===== config.mk =====
export PLATFORM = sky130hd
export DESIGN_NAME = param_mc_processor
export DESIGN_NICKNAME = d
export VERILOG_FILES = /design/src/rtl/param_mc_pkg.sv /design/src/rtl/param_mc_alu.sv /design/src/rtl/param_mc_processor.sv
export SDC_FILE = /design/constraint.sdc
export NUM_CORES = 1
export LEC_CHECK = 0
export CAP_MARGIN = 20
export CORE_ASPECT_RATIO = 1.2
export CORE_MARGIN = 5
export CORE_UTILIZATION = 65
export DETAILED_ROUTE_END_ITERATION = 16
export GPL_TIMING_DRIVEN = 0
export MAX_ROUTING_LAYER = met4
export PLACE_DENSITY = 0.88
export SYNTH_ARGS = -nofsm -noshare
export SYNTH_HDL_FRONTEND = slang
export SYNTH_HIERARCHICAL = 1
export SYNTH_SLANG_ARGS = --single-unit

===== constraint.sdc =====
create_clock -name clk -period 9.5 [get_ports clk]
set_clock_uncertainty 0.1 [all_clocks]
set_input_delay 1.9 -clock clk [delete_from_list [all_inputs] [get_ports clk]]
set_output_delay 1.9 -clock clk [all_outputs]
set_load 0.05 [all_outputs]

===== src/rtl/param_mc_pkg.sv =====
// ---------------------------------------------------------------------------
// param_mc_pkg
// Shared definitions for the parametrised multi-cycle processor:
//   - opcode encodings (OP_ADD .. OP_HLT); 0xA..0xE are undefined and trap
//   - FSM state enumeration
//   - instruction field bit positions
//   - helper deciding which opcodes write the register file
// ---------------------------------------------------------------------------
package param_mc_pkg;

    localparam logic [3:0] OP_ADD = 4'h0;
    localparam logic [3:0] OP_SUB = 4'h1;
    localparam logic [3:0] OP_AND = 4'h2;
    localparam logic [3:0] OP_OR  = 4'h3;
    localparam logic [3:0] OP_NOT = 4'h4;
    localparam logic [3:0] OP_B   = 4'h5;
    localparam logic [3:0] OP_BZ  = 4'h6;
    localparam logic [3:0] OP_LDI = 4'h7;
    localparam logic [3:0] OP_LDR = 4'h8;
    localparam logic [3:0] OP_STR = 4'h9;
    localparam logic [3:0] OP_HLT = 4'hF;

    typedef enum logic [2:0] {
        ST_IDLE,
        ST_FETCH,
        ST_DECODE,
        ST_EXEC,
        ST_HALT
    } state_t;

    localparam int OP_MSB  = 15;
    localparam int OP_LSB  = 12;
    localparam int RD_MSB  = 11;
    localparam int RD_LSB  = 8;
    localparam int RS_MSB  = 7;
    localparam int RS_LSB  = 4;
    localparam int RT_MSB  = 3;
    localparam int RT_LSB  = 0;
    localparam int IMM_MSB = 7;
    localparam int IMM_LSB = 0;

    // Opcodes that write rd, update Z and pulse data_valid.
    function automatic logic writes_reg(input logic [3:0] op);
        return (op == OP_ADD) || (op == OP_SUB) || (op == OP_AND) ||
               (op == OP_OR)  || (op == OP_NOT) || (op == OP_LDI) ||
               (op == OP_LDR);
    endfunction

endpackage


===== src/rtl/param_mc_alu.sv =====
// ---------------------------------------------------------------------------
// param_mc_alu
// Combinational ALU for the multi-cycle processor.
//   op     in  4       opcode
//   a      in  DATA_W  first operand (rs value)
//   b      in  DATA_W  second operand (rt value, or preloaded immediate /
//                      memory word for LDI / LDR)
//   result out DATA_W  truncated result
//   zero   out 1       result == 0
// ---------------------------------------------------------------------------
module param_mc_alu
    import param_mc_pkg::*;
#(
    parameter int DATA_W = 8
) (
    input  logic [3:0]        op,
    input  logic [DATA_W-1:0] a,
    input  logic [DATA_W-1:0] b,
    output logic [DATA_W-1:0] result,
    output logic              zero
);

    always_comb begin
        result = '0;
        case (op)
            OP_ADD:         result = a + b;
            OP_SUB:         result = a - b;
            OP_AND:         result = a & b;
            OP_OR:          result = a | b;
            OP_NOT:         result = ~a;
            // LDI/LDR arrive with the value to load already placed on b.
            OP_LDI, OP_LDR: result = b;
            default:        result = '0;
        endcase
        zero = (result == '0);
    end

endmodule


===== src/rtl/param_mc_processor.sv =====
// ---------------------------------------------------------------------------
// param_mc_processor
// Parametrised multi-cycle processor: FETCH / DECODE / EXEC over an internal
// instruction memory (host loadable), register file and data memory.
//   clk         in  1       rising-edge clock
//   reset_n     in  1       asynchronous active-low reset
//   start       in  1       run from pc=0 (IDLE or HALT only)
//   imem_we     in  1       instruction write strobe (ignored while busy)
//   imem_addr   in  IA_W    instruction write address
//   imem_wdata  in  16      instruction word
//   busy        out 1       FETCH/DECODE/EXEC
//   halted      out 1       HALT
//   illegal     out 1       sticky undefined-opcode flag
//   pc_out      out IA_W    current pc
//   data_out    out DATA_W  last register write value
//   data_valid  out 1       one-cycle pulse per register write
//
// state     | meaning
// ----------+---------------------------------------------------------------
// ST_IDLE   | after reset; start clears registers and begins at pc=0
// ST_FETCH  | latch imem[pc] into ir
// ST_DECODE | latch opcode / rd index and read rs, rt, rd operands
// ST_EXEC   | execute, write back, advance pc
// ST_HALT   | stopped by HLT or trap; start reruns from pc=0, keeps state
// ---------------------------------------------------------------------------
module param_mc_processor
    import param_mc_pkg::*;
#(
    parameter int DATA_W     = 8,
    parameter int NUM_REGS   = 4,
    parameter int IMEM_DEPTH = 16,
    parameter int DMEM_DEPTH = 16,
    localparam int IA_W      = $clog2(IMEM_DEPTH)
) (
    input  logic              clk,
    input  logic              reset_n,
    input  logic              start,
    input  logic              imem_we,
    input  logic [IA_W-1:0]   imem_addr,
    input  logic [15:0]       imem_wdata,
    output logic              busy,
    output logic              halted,
    output logic              illegal,
    output logic [IA_W-1:0]   pc_out,
    output logic [DATA_W-1:0] data_out,
    output logic              data_valid
);

    localparam int DA_W = $clog2(DMEM_DEPTH);
    localparam int RI_W = $clog2(NUM_REGS);

    logic [15:0]       imem [IMEM_DEPTH];
    logic [DATA_W-1:0] regs [NUM_REGS];
    logic [DATA_W-1:0] dmem [DMEM_DEPTH];

    state_t            state;
    logic [IA_W-1:0]   pc;
    logic [15:0]       ir;
    logic [3:0]        op_q;
    logic [RI_W-1:0]   rd_q;
    logic [DATA_W-1:0] a_q;
    logic [DATA_W-1:0] b_q;
    logic [DATA_W-1:0] d_q;
    logic              z_flag;

    logic [3:0]        f_op;
    logic [RI_W-1:0]   f_rd;
    logic [RI_W-1:0]   f_rs;
    logic [RI_W-1:0]   f_rt;
    logic [DATA_W-1:0] imm_ext;
    logic [DATA_W-1:0] rs_val;
    logic [IA_W-1:0]   pc_inc;
    logic [IA_W-1:0]   pc_br;
    logic [DATA_W-1:0] alu_res;
    logic              alu_zero;

    // Register index is the 4-bit field modulo NUM_REGS (NUM_REGS need not
    // be a power of two).
    function automatic logic [RI_W-1:0] ridx(input logic [3:0] f);
        return RI_W'(32'(f) % NUM_REGS);
    endfunction

    assign f_op   = ir[OP_MSB:OP_LSB];
    assign f_rd   = ridx(ir[RD_MSB:RD_LSB]);
    assign f_rs   = ridx(ir[RS_MSB:RS_LSB]);
    assign f_rt   = ridx(ir[RT_MSB:RT_LSB]);
    assign rs_val = regs[f_rs];
    assign pc_inc = pc + IA_W'(1);
    // IMEM_DEPTH <= 256, so adding the low IA_W bits of the 8-bit offset is
    // the same as adding sext(imm8) modulo IMEM_DEPTH.
    assign pc_br  = pc + ir[IA_W-1:0];
    assign pc_out = pc;

    // zext(imm8) truncated to DATA_W (DATA_W may be below or above 8).
    always_comb begin
        imm_ext = '0;
        for (int i = 0; i < DATA_W && i < 8; i++) begin
            imm_ext[i] = ir[IMM_LSB + i];
        end
    end

    param_mc_alu #(.DATA_W(DATA_W)) u_alu (
        .op     (op_q),
        .a      (a_q),
        .b      (b_q),
        .result (alu_res),
        .zero   (alu_zero)
    );

    // Instruction memory is deliberately not reset so a loaded program
    // survives reset_n.
    always_ff @(posedge clk) begin
        if (imem_we && !busy) begin
            imem[imem_addr] <= imem_wdata;
        end
    end

    always_ff @(posedge clk or negedge reset_n) begin
        if (!reset_n) begin
            state      <= ST_IDLE;
            pc         <= '0;
            ir         <= '0;
            op_q       <= '0;
            rd_q       <= '0;
            a_q        <= '0;
            b_q        <= '0;
            d_q        <= '0;
            z_flag     <= 1'b0;
            busy       <= 1'b0;
            halted     <= 1'b0;
            illegal    <= 1'b0;
            data_out   <= '0;
            data_valid <= 1'b0;
            for (int i = 0; i < NUM_REGS; i++) regs[i] <= '0;
            for (int i = 0; i < DMEM_DEPTH; i++) dmem[i] <= '0;
        end else begin
            data_valid <= 1'b0;
            case (state)
                ST_IDLE: begin
                    if (start) begin
                        state   <= ST_FETCH;
                        busy    <= 1'b1;
                        pc      <= '0;
                        illegal <= 1'b0;
                        for (int i = 0; i < NUM_REGS; i++) regs[i] <= '0;
                    end
                end
                ST_HALT: begin
                    if (start) begin
                        state   <= ST_FETCH;
                        busy    <= 1'b1;
                        halted  <= 1'b0;
                        pc      <= '0;
                        illegal <= 1'b0;
                    end
                end
                ST_FETCH: begin
                    ir    <= imem[pc];
                    state <= ST_DECODE;
                end
                ST_DECODE: begin
                    op_q <= f_op;
                    rd_q <= f_rd;
                    a_q  <= rs_val;
                    d_q  <= regs[f_rd];
                    // Immediate and load data ride on the ALU b operand.
                    if (f_op == OP_LDI) begin
                        b_q <= imm_ext;
                    end else if (f_op == OP_LDR) begin
                        b_q <= dmem[rs_val[DA_W-1:0]];
                    end else begin
                        b_q <= regs[f_rt];
                    end
                    state <= ST_DECODE == ST_DECODE ? ST_EXEC : ST_EXEC;
                end
                ST_EXEC: begin
                    state <= ST_FETCH;
                    if (writes_reg(op_q)) begin
                        regs[rd_q] <= alu_res;
                        z_flag     <= alu_zero;
                        data_out   <= alu_res;
                        data_valid <= 1'b1;
                        pc         <= pc_inc;
                    end else begin
                        case (op_q)
                            OP_STR: begin
                                dmem[a_q[DA_W-1:0]] <= d_q;
                                pc <= pc_inc;
                            end
                            OP_B: begin
                                pc <= pc_br;
                            end
                            OP_BZ: begin
                                pc <= z_flag ? pc_br : pc_inc;
                            end
                            OP_HLT: begin
                                state  <= ST_HALT;
                                busy   <= 1'b0;
                                halted <= 1'b1;
                            end
                            default: begin
                                // Undefined opcode: trap, pc and data untouched.
                                state   <= ST_HALT;
                                busy    <= 1'b0;
                                halted  <= 1'b1;
                                illegal <= 1'b1;
                            end
                        endcase
                    end
                end
                default: begin
                    state  <= ST_IDLE;
                    busy   <= 1'b0;
                    halted <= 1'b0;
                end
            endcase
        end
    end

endmodule


==> run_results.csv, run 1 <==
group,metric,value,unit
run_status,status,"finished, final reports clean",
clocking,clockRootBuffer,"clkbuf_16",
timing,min_period_over_period,47.8,%
global_route,grt_max_degree,134,
global_route,grt_pass1_wl,75.6,mm
floorplanning,dieHeight,203,um
global_route,antenna_found_initial,0,
synth,synthTopCellsByCount,"dfrtp_1 (224), edfxtp_1 (224), mux2_2 (161)",
clocking,hold_buffers,0,
placement,dp_hpwl,32.2,mm
clocking,cts_setup_buffers,0,
timing,whs,0.399,ns
timing,tns,0,ns
critical_path,path_cells,"clkbuf_1 > nor3_1 > and2_1 > buf_2 > mux2i_1 > ha_1 > nor2b_1 > o21ai_0 > a21boi_0 > o32a_1 > o211ai_1 > and4b_1 > mux2_2",
clocking,insertion_delay,0.55,ns
timing,finalHoldViolations,0,
clocking,cts_max_level,2,
timing,rsz0062_at_grt,"no",
global_route,grt_pass1_vias,12900,
floorplanning,top_level_ports,40,
timing,final-setup-viol-count,0,
global_route,grt_use_total,29.5,%
floorplanning,num_rows,70,
routing,ant_nets,0,
clocking,cts_tree,"done",
critical_path,crit_cells,13,
timing,slew_headroom,20.3,%
critical_path,crit_family,"compound AO/OA/AOI/OAI gates",
critical_path,path_buf_inv,2,
clocking,cts_resized,0,
floorplanning,dieArea,0.0347,mm^2
timing,post-route-min-period,4.54,ns
critical_path,cp.required,9.82,ns
global_route,overflow,0,
global_route,gr-usage-met1,34.6,%
final_layout,n_antenna_cell,0,
timing,fin_ws,4.96,ns
routing,via_per_inst,6.84,
floorplanning,initial_core_util,66.0,%
global_route,use_met3,4.21,%
power_and_ir_drop,total_power,6.60,mW
clocking,cts_buffers,43,
min_path,hold_path_class,"register to register",
critical_path,path_max_fanout,9,
synth,ys_seq_area_share,61.1,%
global_route,busiest_layer,"met2",
synth,syn_area,0.0202,mm^2
floorplanning,die_x,171,um
synth,syn_area_per_cell,15.6,um^2
critical_path,endpoint_kind,"register",
timing,worst_pin_slew,1.18,ns
synth,synthTopCellsByArea,"edfxtp_1 (33%), dfrtp_1 (28%), mux2_2 (9.0%), mux4_2 (7.8%), mux2i_1 (5.0%)",
synth,async_flop_share,50.0,%
clocking,cts_buffer_depth,3,
run,drv_cap,0,
synth,synth_nets,1336,
synth,synth_warnings,6,
synth,yosysTopAreaCell,"edfxtp_1",
critical_path,startpoint_type,"register",
final_layout,drive_above_1_share,26.2,%
global_route,grt_use_met2,51.1,%
clocking,clk_pin_slew_worst_paths,0.07,ns
synth,synth_seq_cells,448,
placement,port_buffers,37,
routing,first_iter_violations,1482,
synth,synthFlopType,"edfxtp_1",
placement,dp_slack,5.14,ns
power_and_ir_drop,ir_drop,0.252,mV
final_layout,nNetsFinal,1433,
timing,fmax,220,MHz
routing,drc,0,
routing,avgRoutedWirePerCell,26.9,um
routing,vias,12500,
placement,gp_congestion,0.914,
synth,synth_enable_flop_cells,224,
synth,synth_cell_types,66,
power_and_ir_drop,p_leak,8.81,nW
critical_path,slowest_stage,"o211ai_1",
critical_path,critical_path_class,"register to register",
critical_path,crit_path_max_incr_delay,0.62,ns
clocking,cts.sinks,448,
final_layout,fillCellCount,1765,
synth,synthCells,1296,
routing,finalWirelength,49.0,mm
power_and_ir_drop,powerDensity,292,mW/mm^2
timing,drv_slew,0,
routing,dr.pass1.iters,5,
floorplanning,coreArea,0.0306,mm^2
placement,dp_cells,1743,
final_layout,fin_cells,1823,
synth,yosys.area.top_type_share,33.4,%
min_path,min_delay_path_depth,1,
critical_path,arrival,4.86,ns
final_layout,syn_to_final_growth,11.9,%
critical_path,ff2ff_path_depth,13,
## cell families (layout without fill, tap and decap cells)
family | count (synthesis) | in the layout | synth area share, %
flops | 448 | 448 | 61.1
fa+ha+maj | 20 | 20 | 1.28
buf+inv | 87 | 218 | 2.14
mux | 359 | 359 | 23.7
compound gates | 181 | 181 | 6.43
simple gates | 190 | 190 | 4.88
xor+xnor | 11 | 11 | 0.478
## path summary, 6_finish.rpt
check                                      start                     to  slack, ns
setup reg to reg             op_q[1]$_DFFE_PN0P_     z_flag$_DFFE_PN0P_       4.96
hold / removal             dmem[109]$_DFFE_PN0P_  dmem[109]$_DFFE_PN0P_       0.40
setup / recovery             op_q[1]$_DFFE_PN0P_     z_flag$_DFFE_PN0P_       4.96
hold reg to reg            dmem[109]$_DFFE_PN0P_  dmem[109]$_DFFE_PN0P_       0.40
min in group asynchronous                reset_n   dmem[41]$_DFFE_PN0P_       1.25
max in group asynchronous                reset_n      ir[2]$_DFFE_PN0P_       6.92
## per-layer routing
metal,vias up,wire length (um)
met1,6384,17200
met3,181,3340
li1,5232,-
met4,0,2310
met5,-,0
met2,669,26200
## stage by stage
step                      instance area, um^2  util (%)
after floorplan                         20200         -
after global placement                  21000      68.8
after detailed placement                21200      69.4
after CTS                               22600      73.8
after global routing                    22600      73.9
final                                   22600      73.9
## layout by cell type (no fill, tap or decap), drive strengths merged, types with 16 or more instances in the layout
cell type and count:
nor2 47, dfrtp 224, mux2i 100, o221ai 20, a21oi 18, clkbuf 96
mux4 70, a22o 16, mux2 189, edfxtp 224, clkdlybuf4s50 36, o21ai 51
buf 54, nand2 48, a32o 17, nor2b 28
## state kept, by name (all words and copies together) (netlist names), 2 cells and up
signal / count
data_out: 8
a_q: 8
state: 3
rd_q: 2
d_q: 8
b_q: 8
dmem: 128
regs: 32
pc_out: 4
ir: 14
op_q: 4
imem: 224
## layout make-up
cell class / instances / area [um^2] / area share [%]
Timing Repair Buffer: 52 / 520 / 2.31
Inverter: 14 / 52.6 / 0.233
Buffer: 73 / 379 / 1.68
Clock buffer: 61 / 1210 / 5.38
Sequential cell: 448 / 12300 / 54.6
Clock inverter: 18 / 150 / 0.665
Tap cell: 396 / 495 / 2.19
Multi-Input combinational cell: 761 / 7430 / 32.9
## power breakdown
part	internal (mW)	switching, mW	total, mW
sequential	2.22	0.241	2.46
combinational	1.01	1.46	2.47
clock	0.948	0.720	1.67
total	4.17	2.43	6.60
No activity file was read; power rests on OpenSTA's default activity.
==> inputs of run 2 (changes only) <==
CORE_UTILIZATION = 62   (was 65)
PLACE_DENSITY = 0.84   (was 0.88)
clock period = 4.3 ns   (was 9.5 ns; I/O delays follow)
==> run 2 against run 1 <==
Against the previous run:
- flip-flop and latch count did not move
- combinational power rose by 120%
- via count fell by 1.7%
- global-route usage fell by 1.9 points
- largest cell class unchanged
==> run_results.csv, run 2 (same netlist as run 1, synthesis figures left out) <==
group,metric,value,unit
critical_path,arrival,4.54,ns
global_route,grt_pass1_vias,12700,
power_and_ir_drop,p_leak,8.75,nW
clocking,clk_pin_slew_worst_paths,0.07,ns
power_and_ir_drop,powerDensity,638,mW/mm^2
critical_path,critical_path_class,"register to register",
placement,dpl_cell_area,0.0212,mm^2
floorplanning,coreArea,0.0322,mm^2
final_layout,fin_area,0.0225,mm^2
timing,slew_headroom,30.9,%
timing,drv_slew,0,
placement,port_buffers,37,
critical_path,reg2reg_to,"z_flag$_DFFE_PN0P_",
clocking,cts.sinks,448,
final_layout,top_regs,"imem (224), dmem (128), regs (32)",
routing,drc,0,
timing,final-setup-viol-count,0,
run,drv_cap,0,
floorplanning,die_x,175,um
routing,first_iter_violations,1329,
clocking,insertion_delay,0.54,ns
floorplanning,dieHeight,208,um
global_route,grt_max_degree,131,
floorplanning,initial_core_util,62.7,%
global_route,grt_use_total,27.5,%
floorplanning,top_level_ports,40,
timing,worst_pin_slew,1.03,ns
run_status,status,"finished, final reports clean",
timing,min_period_over_period,96.7,%
placement,dp_hpwl,31.6,mm
critical_path,critPathLaunch,"op_q[1]$_DFFE_PN0P_",
timing,whs,0.220,ns
clocking,clockRootBuffer,"clkbuf_16",
critical_path,startpoint_type,"register",
critical_path,r2r_slack,0.14,ns
min_path,hold_path_class,"input pin to asynchronous set/reset pin",
final_layout,mostFrequentLayoutCells,"dfrtp_1 (224), edfxtp_1 (224), mux2_2 (161), mux2i_1 (100), mux4_2 (70)",
final_layout,n_antenna_cell,0,
floorplanning,num_rows,72,
final_layout,nNetsFinal,1431,
routing,dr.pass1.iters,5,
final_layout,drive_above_1_share,25.9,%
final_layout,largest-register,"imem",
timing,finalHoldViolations,0,
clocking,hold_buffers,0,
clocking,cts_tree,"done",
placement,gp_congestion,0.926,
critical_path,ff2ff_path_depth,14,
routing,finalWirelength,48.4,mm
clocking,cts_max_level,2,
routing,ant_nets,0,
timing,post-route-min-period,4.16,ns
clocking,cts_buffer_depth,3,
power_and_ir_drop,ir_drop,0.490,mV
routing,via_per_inst,6.71,
final_layout,largest_reg_flops,224,
routing,avgRoutedWirePerCell,26.5,um
global_route,overflow,0,
global_route,grt_pass1_wl,74.7,mm
critical_path,endpoint_kind,"register",
critical_path,path_max_fanout,9,
clocking,cts_buffers,43,
routing,vias,12300,
final_layout,fin_util,69.9,%
timing,rsz0062_at_grt,"no",
timing,fmax,240,MHz
floorplanning,dieArea,0.0362,mm^2
global_route,antenna_found_initial,0,
critical_path,r2r_start,"op_q[1]$_DFFE_PN0P_",
final_layout,syn_to_final_growth,11.5,%
critical_path,cp.required,4.68,ns
run 2: cell count changes in the layout (fill, tap and decap cells not counted), moves of 2 or more:
cell      change
clkbuf_1      +4
clkinv_2      -4
nor2_1        -3
nor2_2        +3
buf_4         -2
clkbuf_8      -2
clkinv_1      -2
run 2: layout make-up:
cell class / count / area [um^2]
fill: 2017 / 9680
clock inverter: 11 / 85.1
clock buffer: 62 / 1180
sequential: 448 / 12300
multi-input combinational: 761 / 7440
timing repair buffer: 50 / 505
buffer: 73 / 379
tap: 407 / 509
inverter: 14 / 52.6
run 2: critical path, stage by stage (launching register included):
cell	delay (ns)
dfrtp_1	0.42
clkbuf_1	0.24
nor3_2	0.38
and2_1	0.17
buf_2	0.17
mux2i_1	0.14
fa_1	0.46
a211oi_2	0.27
o21ai_0	0.11
nor3b_1	0.16
a221o_1	0.39
or3_1	0.40
nor4_1	0.22
and4b_1	0.31
mux2_2	0.17
run 2: metal layers:
| metal | global-route usage, % | share of wire [%] | up-vias |
|---|---|---|---|
| li1 | - | - | 5231 |
| met1 | 32.9 | 37 | 6298 |
| met2 | 47.0 | 52 | 571 |
| met3 | 4.41 | 5.9 | 157 |
| met4 | 11.2 | 4.4 | 0 |
| met5 | - | 0 | - |
run 2: through the flow:
stage	std cells	total power, mW	setup TNS (ns)	setup slack (ns)
after CTS	1825	14.3	0	0.0768
after global placement	1740	10.6	-1529.32	-6.85
after floorplan	1296	9.11	0	0.707
after global routing	1826	15.0	0	0.0756
after detailed placement	1751	10.8	0	0.00890
final	1826	14.3	0	0.142
run 2: where the power goes:
part	switching, mW	internal [mW]
Combinational	3.19	2.24
Clock	1.53	1.96
Sequential	0.517	4.90
Total	5.24	9.10
run 2: worst max-delay path by stage:
stage                                end
CTS                   z_flag$_DFFE_PN0P_
global route          z_flag$_DFFE_PN0P_
finish                z_flag$_DFFE_PN0P_
global placement    dmem[79]$_DFFE_PN0P_
floorplan             z_flag$_DFFE_PN0P_
detailed placement    z_flag$_DFFE_PN0P_
run 2: what timing repair did:
| action | 4_1_cts | 5_1_grt |
|---|---|---|
| buffers inserted | 1 | 0 |
| gates resized for setup | 1 | 1 |
| pin swaps | 1 | 0 |
| setup endpoints to repair | 1 | 1 |
==> inputs of run 3 (changes only) <==
SETUP_SLACK_MARGIN = 0.15   (was default)
==> run 3 against run 2 <==
Against the previous run:
- flip-flop and latch count stayed put
- die area stayed put
- final cell count stayed put
- largest power group unchanged
==> run_results.csv, run 3 (same netlist as run 1, synthesis figures left out) <==
group,metric,value,unit
min_path,hold_path_class,"input pin to asynchronous set/reset pin",
floorplanning,dieHeight,208,um
floorplanning,num_rows,72,
routing,ant_nets,0,
final_layout,mostFrequentLayoutCells,"dfrtp_1 (224), edfxtp_1 (224), mux2_2 (161), mux2i_1 (100), mux4_2 (70)",
critical_path,slowest_stage,"dfrtp_1",
critical_path,endpoint_kind,"register",
floorplanning,coreArea,0.0322,mm^2
critical_path,startpoint_type,"register",
clocking,clk_pin_slew_worst_paths,0.06,ns
global_route,grt_max_degree,131,
placement,port_buffers,37,
routing,dr.pass1.iters,6,
timing,fmax,245,MHz
timing,slew_headroom,31.1,%
power_and_ir_drop,powerDensity,638,mW/mm^2
clocking,cts_buffers,43,
global_route,grt_use_met2,47.0,%
timing,rsz0062_at_grt,"no",
global_route,overflow,0,
routing,vias,12200,
critical_path,path_max_fanout,10,
final_layout,largest_reg_flops,224,
run,drv_cap,0,
clocking,clockRootBuffer,"clkbuf_16",
power_and_ir_drop,ir_drop,0.491,mV
clocking,insertion_delay,0.54,ns
final_layout,largest-register,"imem",
placement,dp_hpwl,31.6,mm
final_layout,nNetsFinal,1431,
routing,avgRoutedWirePerCell,26.5,um
clocking,cts.sinks,448,
global_route,use_met3,4.41,%
critical_path,cp.required,4.68,ns
timing,final-setup-viol-count,0,
routing,finalWirelength,48.4,mm
timing,post-route-min-period,4.08,ns
routing,first_iter_violations,1294,
timing,finalHoldViolations,0,
final_layout,fin_area,0.0225,mm^2
global_route,antenna_found_initial,0,
final_layout,syn_to_final_growth,11.5,%
power_and_ir_drop,p_leak,8.75,nW
clocking,cts_tree,"done",
timing,min_period_over_period,95.0,%
global_route,grt_pass1_vias,12700,
floorplanning,dieArea,0.0362,mm^2
critical_path,crit_path_max_incr_delay,0.52,ns
global_route,gr-usage-met1,32.9,%
global_route,busiest_layer,"met2",
routing,via_per_inst,6.68,
clocking,cts_buffer_depth,3,
critical_path,path_cells,"buf_6 > nor3_4 > and2_1 > buf_2 > mux2i_1 > fa_1 > a211oi_2 > o21ai_0 > nor3b_1 > a221o_1 > or3_1 > nor4_1 > and4b_1 > mux2_2",
routing,drc,0,
placement,gp_congestion,0.926,
timing,whs,0.214,ns
final_layout,drive_above_1_share,26.0,%
timing,drv_slew,0,
critical_path,arrival,4.46,ns
final_layout,top_regs,"imem (224), dmem (128), regs (32)",
final_layout,fillCellCount,2017,
run_status,status,"finished, final reports clean",
final_layout,n_antenna_cell,0,
global_route,grt_use_total,27.5,%
floorplanning,die_x,175,um
global_route,grt_pass1_wl,74.7,mm
clocking,cts_max_level,2,
timing,worst_pin_slew,1.03,ns
floorplanning,initial_core_util,62.7,%
critical_path,critical_path_class,"register to register",
floorplanning,top_level_ports,40,
placement,dpl_cell_area,0.0212,mm^2
run 3: stage by stage:
stage | setup slack [ns] | instances | TNS (ns) | total power [mW] | utilization, %
after floorplan | 0.707 | 1296 | 0 | 9.11 | -
after global placement | -6.85 | 1740 | -1529.32 | 10.6 | 65.4
after detailed placement | 0.00890 | 1751 | 0 | 10.8 | 65.9
after CTS | 0.238 | 1825 | 0 | 14.3 | 69.9
after global routing | 0.107 | 1826 | 0 | 15.0 | 69.9
final | 0.216 | 1826 | 0 | 14.4 | 69.9
run 3: worst paths after layout:
check,cells past startpoint,from,end,slack (ns)
setup / recovery,14,op_q[3]$_DFFE_PN0P_,z_flag$_DFFE_PN0P_,0.22
hold / removal,1,reset_n,a_q[4]$_DFFE_PN0P_,0.21
setup reg to reg,14,op_q[3]$_DFFE_PN0P_,z_flag$_DFFE_PN0P_,0.22
hold reg to reg,2,ir[15]$_DFFE_PN0P_,ir[15]$_DFFE_PN0P_,0.39
max in group asynchronous,2,reset_n,dmem[110]$_DFFE_PN0P_,2.74
min in group clk,2,ir[15]$_DFFE_PN0P_,ir[15]$_DFFE_PN0P_,0.39
run 3: area by class of cell:
cell class | instances | area (um^2) | share of cell area (%)
multi-input cells | 761 | 7450 | 33.1
well taps | 407 | 509 | 2.26
clock buffers | 62 | 1180 | 5.23
flip-flops and latches | 448 | 12300 | 54.8
plain buffers | 73 | 380 | 1.69
clock inverters | 11 | 85.1 | 0.378
inverters | 14 | 52.6 | 0.234
repair buffers | 50 | 505 | 2.25
run 3: routing by layer:
metal | up-vias | wire (um)
met2 | 547 | 25300
met5 | - | 0
met4 | 0 | 2280
met3 | 163 | 2850
met1 | 6249 | 18000
li1 | 5243 | -
run 3: critical path, delay by kind of cell (launching register included):
kind,cells,cell delay (ns)
simple gates,6,1.48
mux,2,0.31
buf+inv,2,0.39
flops,1,0.52
fa+ha+maj,1,0.46
compound gates,3,0.77
run 3: repair_timing:
item | in CTS | in global routing
setup buffers | 1 | 0
pin swaps | 1 | 0
endpoints found under the hold margin | 0 | 0
hold buffers | 0 | 0
endpoints found under the setup margin | 1 | 1
resized for setup | 2 | 3
run 3: power breakdown:
| part | internal, mW | switching [mW] | total, mW |
|---|---|---|---|
| clock | 1.96 | 1.53 | 3.49 |
| sequential | 4.90 | 0.518 | 5.42 |
| combinational | 2.24 | 3.20 | 5.45 |
